--- src/rtl/alu_arbiter.sv ---
// Round-robin arbiter sharing one combinational ALU among NUM_REQ requesters.
// Each accepted operation returns its result on a valid/ready channel tagged with the requester ID.
module alu_arbiter #(
    parameter int NUM_REQ = 4,
    parameter int ID_W    = $clog2(NUM_REQ),
    parameter int DATA_W  = 32,
    parameter int OP_W    = 4
) (
    input  logic                      clock,
    input  logic                      reset,
    input  logic [NUM_REQ-1:0]        req_valid,
    output logic [NUM_REQ-1:0]        req_ready,
    input  logic [OP_W*NUM_REQ-1:0]   req_op,
    input  logic [DATA_W*NUM_REQ-1:0] req_a,
    input  logic [DATA_W*NUM_REQ-1:0] req_b,
    output logic [OP_W-1:0]           alu_op,
    output logic [DATA_W-1:0]         alu_a,
    output logic [DATA_W-1:0]         alu_b,
    input  logic [DATA_W-1:0]         alu_result,
    output logic                      resp_valid,
    input  logic                      resp_ready,
    output logic [ID_W-1:0]           resp_id,
    output logic [DATA_W-1:0]         resp_data,
    output logic                      busy
);

    typedef enum logic [1:0] {
        IDLE,
        EXEC,
        RESP
    } state_t;

    state_t          state;
    logic [ID_W-1:0] rr_ptr;
    logic [ID_W-1:0] grant;
    logic [ID_W-1:0] idx;
    logic            grant_found;

    // Walk offsets from the far end so the requester closest to rr_ptr wins.
    always_comb begin
        grant       = rr_ptr;
        grant_found = 1'b0;
        idx         = '0;
        for (int k = NUM_REQ - 1; k >= 0; k--) begin
            idx = ID_W'((int'(rr_ptr) + k) % NUM_REQ);
            if (req_valid[idx]) begin
                grant       = idx;
                grant_found = 1'b1;
            end
        end
    end

    always_comb begin
        req_ready = '0;
        if (reset && (state == IDLE) && grant_found) begin
            req_ready[grant] = 1'b1;
        end
    end

    assign busy = (state != IDLE);

    always_ff @(posedge clock) begin
        if (!reset) begin
            state      <= IDLE;
            rr_ptr     <= '0;
            alu_op     <= '0;
            alu_a      <= '0;
            alu_b      <= '0;
            resp_valid <= 1'b0;
            resp_id    <= '0;
            resp_data  <= '0;
        end else begin
            case (state)
                IDLE: begin
                    if (grant_found) begin
                        alu_op  <= req_op[int'(grant)*OP_W +: OP_W];
                        alu_a   <= req_a[int'(grant)*DATA_W +: DATA_W];
                        alu_b   <= req_b[int'(grant)*DATA_W +: DATA_W];
                        resp_id <= grant;
                        state   <= EXEC;
                    end
                end
                EXEC: begin
                    resp_data  <= alu_result;
                    resp_valid <= 1'b1;
                    state      <= RESP;
                end
                RESP: begin
                    if (resp_ready) begin
                        resp_valid <= 1'b0;
                        rr_ptr     <= (resp_id == ID_W'(NUM_REQ - 1)) ? '0 : resp_id + 1'b1;
                        state      <= IDLE;
                    end
                end
                default: state <= IDLE;
            endcase
        end
    end

endmodule

--- config.mk ---
export PLATFORM = sky130hd
export DESIGN_NAME = alu_arbiter
export DESIGN_NICKNAME = d
export VERILOG_FILES = /design/src/rtl/alu_arbiter.sv
export SDC_FILE = /design/constraint.sdc
export NUM_CORES = 1
export LEC_CHECK = 0
export BUFFER_PORTS_ARGS = -buffer_cell sky130_fd_sc_hd__buf_2
export CELL_PAD_IN_SITES_DETAIL_PLACEMENT = 0
export CELL_PAD_IN_SITES_GLOBAL_PLACEMENT = 1
export CORE_MARGIN = 4
export CORE_UTILIZATION = 25
export DETAILED_ROUTE_END_ITERATION = 7
export PLACE_DENSITY_LB_ADDON = 0.1
export SYNTH_ARGS = -nofsm -noshare
export SYNTH_HDL_FRONTEND = slang
export SYNTH_SLANG_ARGS = --single-unit
--- constraint.sdc ---
create_clock -name clock -period 2.4 [get_ports clock]
set_input_delay 0.24 -clock clock [delete_from_list [all_inputs] [get_ports clock]]
set_output_delay 0.24 -clock clock [all_outputs]
set_load 0.02 [all_outputs]
* Word level (Yosys, flattened, before mapping)
Cells that the tools add are included.
Widths: inputs -> output; s select.
** Word-level totals
- Register bits after elaboration :: 107
- Latch bits :: 0
- Memory bits (writable) :: 0
- Bits in read-only memories :: 0
- Output and inout bits :: 108
- Word-level logic and storage cells :: 61
- Memories :: 0
** Operators by class
- $add $sub $neg :: 4
- $mul :: 0
- Div/mod/pow operators :: 0
- $lt $le $gt $ge :: 6
- Equality and inequality tests :: 5
- Shifts and indexed selects :: 3
- Mux-type cells :: 25
- Bitwise gates (word level) :: 0
- Reduce and logical (&&, ||, !) cells :: 10
** Operator list (count)
- $shiftx 128x8->32 :: 2
- $shiftx 16x5->4 :: 1
- $lt 2x3->1 const B :: 5
- $mux 2 :: 7
- $mux 1 :: 10
- $bmux 1 s2 :: 4
- $reduce_and 2->1 :: 4
- $pmux 2 s3 :: 1
- $add 2x1->2 const B :: 2
- $add 2x2->2 const B :: 2
- $eq 2x2->1 const B :: 2
- $mux 4 :: 1
- $ne 2x2->1 const B :: 2
- $reduce_bool 2->1 :: 2
- $logic_and 1x1->1 :: 3
- $demux 1 s2 :: 1
- $eq 2x1->1 const B :: 1
- $ge 2x1->1 const B :: 1
- $logic_not 2->1 :: 1
- $pmux 1 s2 :: 1

* Logic depth before layout (Yosys ltp)
- Word-level depth :: 12
- Depth in mapped cells :: 8
- Mapped depth without buffers :: 5

* Worst setup path before layout
No wires, ideal clock.
- Path type :: flip-flop to output port
- Start point :: reg rr_ptr[1]
- End point :: out req_ready[2]
- Arrival :: 1.945 ns
- Path slack :: 0.215 ns
- Cell stages (with the launch flop) :: 7
- Path buffers :: 2
- Path through :: dfxtp_1 and3b_1 or4_4 and2_1 buf_4 buf_6 nor3_1
** Between the ends
- Word-level cells in the longest chain between the ends :: 12
** RTL lines
- from (decl) :: line 34 : logic [ID_W-1:0] rr_ptr;
- from (signal assigned) :: line 91 : rr_ptr <= (resp_id == ID_W'(NUM_REQ - 1)) ? '0 : resp_id + 1'b1;
- $add 2x2->2 :: line 45 : idx = ID_W'((int'(rr_ptr) + k) % NUM_REQ);
- $bmux 1 s2 :: line 46 : if (req_valid[idx]) begin
- $mux 1 (not written as such) :: line 46
- $mux 2 (4 in series) :: line 46
- $lt 2x3->1 (not written as such) / $ge 2x1->1 (equally long branches) :: line 56 : req_ready[grant] = 1'b1;
- $logic_and 1x1->1 (not written as such) :: line 56
- $mux 1 (not written as such) :: line 56
- $demux 1 s2 :: line 56
- $mux 4 * :: line 55 : if (reset && (state == IDLE) && grant_found) begin
- to (decl) :: line 12 : output logic [NUM_REQ-1:0] req_ready,
Mark *: on every way between the ends. The rest lies on a longest branch, timed or not. The select of a mux whose other input is x is not followed.

* Worst setup path after layout
Same ends and word-level chain as after synthesis.

==> out/summary.txt <==
Max Freq -> 428 MHz
Worst skew pair latency -> 370 ps
Row count -> 58
Cells along the critical path -> and3b_1, or4_4, and2_4, buf_16, nor3_2, buf_4
Largest stage delay, worst path -> 520 ps
CP Max Fanout -> 18
Antenna violations before repair -> 4
Total track usage -> 0.234
Final ANT Viol Nets -> 0
Layout cell share with drive strength beyond 1 -> 0.433
Sink Count -> 107
Min Tclk post-route -> 2340 ps
Seq cells post-synth -> 107
Launch point of the worst reg-to-reg path -> rr_ptr[1]
Setup slack, reg-to-reg -> 100 ps
Register area share after synthesis -> 0.335
Synth-to-layout area growth -> 46.9%
Netlist cell types -> 37
YS warnings -> 0
Die height -> 168 µm
Via count -> 8028
Placed standard-cell area -> 0.00887 mm²
Critical-path top delay cell -> or4_4
PortBufs -> 418
Final Util -> 0.373
Worst vdd ir -> 0.292 mV
Worst-path clk slew -> 100 ps
Worst Tran Pin Value -> 522 ps
Final Routed Wirelength -> 34.7 mm
Crit. Startpoint -> rr_ptr[1]
FF-to-FF End -> alu_b[13]
Max Cap Viol -> 0
Longest Clk Path Bufs -> 2
IO Pins -> 419
Post-DP HPWL -> 22.9 mm
Core Region -> 0.0252 mm²
Power per cell area -> 610 mW/mm²
DR WL/cell -> 23.6 µm
Reg2Reg Depth -> 7
Avg Cell Area, Syn -> 8.36 µm²
Vias in the first global route -> 8214
Pwr Total -> 5740 µW
Hold_ws -> 99.1 ps
Synthesized area -> 0.00640 mm²
Die extent in x -> 168 µm
Top cells by area in the synthesized netlist -> dfxtp_1 33%, o32ai_1 9.3%, and4_1 9.2%
Synth top area share -> 0.335
Lkg Pwr -> 0.00412 µW
Crit start category -> flop
RSZ-0062 raised after global routing -> true
Synthesized net count -> 1078
Final setup fails -> 0
Total grt overflow -> 0
1st-iter DRT viols -> 685
Tcrit/Tclk final -> 0.974
CP Capture Point -> req_ready[2]
Crit end category -> primary output
H-tree depth -> 3
Critical Path RT -> 2160 ps
Initial Util -> 0.254
Die ar. -> 0.0282 mm²
Final Hold Viols -> 0
Root Buffer -> clkbuf_16
CP Class -> flop to primary output
Drt first pass iters -> 5
Vias per cell -> 5.47
Largest net degree at the start of global routing -> 104
Fin. max-slew vios -> 0
Hold buffers post-CTS -> 0
Final Skew -> 10.7 ps
Drt drc -> 0
Crit path DAT -> 2100 ps
Cts bufs inserted -> 9
Nets -> 1441
CTS tree -> built
Placer Congestion -> 0.795
Final Cell Area -> 0.00941 mm²
Dominant cell type by area after synthesis -> dfxtp_1
Status -> completed
Post-Syn Instances -> 766
First-pass GRT wire length -> 51.4 mm
Rel. slew slack -> 0.652
Min-Delay Path Class -> primary input to flop
[registers in the layout, summed over array words and instances (netlist names)]
name and count:
rr_ptr 2, resp_valid 1, state 2, alu_a 32, resp_data 32, alu_op 4
resp_id 2, alu_b 32
[layout by cell type, fill, tap and decap left out, types with 2 or more instances in the layout]
master,synthesis,layout
buf_2,11,416
dfxtp_1,107,106
nor3_1,75,73
o21ai_0,69,69
a211oi_1,68,68
o32ai_1,68,68
and4_1,67,67
o31a_1,67,67
nand2_1,67,66
a21boi_0,33,33
buf_4,4,24
buf_12,0,11
clkbuf_16,0,9
nor2b_1,9,7
diode_2,0,4
nor2_1,3,3
clkinv_8,0,3
bufbuf_16,0,3
nor2b_2,0,2
inv_1,2,2
a21oi_1,3,2
mux2i_1,2,2
inv_8,0,2
buf_16,0,2
[cells by family (layout without fill, tap and decap cells)]
group,Yosys count,in the layout,synth area share
AOI/OAI and AO/OA,317,318,0.372
and+or+nand+nor,231,231,0.211
buffers and inverters,108,475,0.0772
DFF,107,107,0.335
muxes,2,2,0.00313
adders and majority gates,1,1,0.00195
other,0,4,0
[layer usage]
layer / global-route usage / routed length, µm
met5: 0 / 0
met4: 0.0692 / 576
met3: 0.0498 / 2460
met2: 0.403 / 17200
met1: 0.293 / 14400
[how the worst min path moves through the flow]
stage / startpoint / to / slack [ps] / cells after the start
after global placement: resp_data[4] / resp_data[4] / 450 / 2
after detailed placement: resp_data[29] / resp_data[29] / 450 / 2
after floorplan: alu_result[10] / resp_data[10] / 380 / 2
final: alu_result[4] / resp_data[4] / 100 / 3
after global routing: alu_result[3] / resp_data[3] / 100 / 3
after CTS: alu_result[4] / resp_data[4] / 90 / 3
[what timing repair did]
| action | CTS | global route |
|---|---|---|
| resized for setup | 10 | 2 |
| cloned | 4 | 0 |
| buffers inserted | 0 | 5 |
| endpoints found under the setup margin | 3 | 3 |
[cells in the mapped netlist]
| cell type | number |
|---|---|
| nor2_1 | 3 |
| nor2b_1 | 9 |
| buf_2 | 11 |
| o311ai_2 | 1 |
| or4_4 | 1 |
| o31a_1 | 67 |
| o21ba_2 | 1 |
| buf_6 | 8 |
| o21a_1 | 2 |
| nor3b_1 | 1 |
| inv_1 | 2 |
| and4_1 | 67 |
| nand2_1 | 67 |
| and2_1 | 2 |
| o21ai_1 | 1 |
| a21oi_1 | 3 |
| nand3_1 | 1 |
| nand3b_1 | 1 |
| buf_1 | 1 |
| buf_4 | 4 |
| and3b_1 | 1 |
| ha_1 | 1 |
| a211o_1 | 1 |
| a21boi_1 | 1 |
| nor3_1 | 75 |
| nand4_1 | 1 |
| or2_2 | 1 |
| o21ai_0 | 69 |
| o21bai_1 | 1 |
| a21boi_0 | 33 |
| nand2b_1 | 1 |
| mux2i_1 | 2 |
| a211oi_1 | 68 |
| a41o_1 | 1 |
| clkbuf_1 | 82 |
| o32ai_1 | 68 |
| dfxtp_1 | 107 |
[per-stage QoR]
step | worst slack (ps) | cells | setup TNS (ps)
final | 63.0 | 1468 | 0
after global routing | -2.76 | 1468 | -3.40
after CTS | 2.19 | 1459 | 0
after detailed placement | 136 | 1439 | 0
after global placement | 127 | 1439 | 0
after floorplan | 215 | 766 | 0
[where the power goes]
part | internal (µW) | total, µW | switching, µW
Sequential | 2000 | 2100 | 107
Combinational | 790 | 2020 | 1230
Clock | 752 | 1620 | 865
[worst max-delay path, delay by kind of cell, from the launching register on]
| kind | cells | cell delay, ps |
|---|---|---|
| flip-flops | 1 | 340 |
| AND/OR/NAND/NOR | 4 | 1040 |
| buffers and inverters | 2 | 340 |
[cell type report]
type,count,area (µm²)
Timing Repair Buffer,457,2650
Inverter,2,7.51
Sequential cell,107,2140
Clock inverter,7,87.6
Fill cell,2678,15800
Clock buffer,9,225
Antenna cell,4,10.0
Multi-Input combinational cell,552,3870
Tap cell,330,413
No activity file was read; power rests on OpenSTA's default activity.
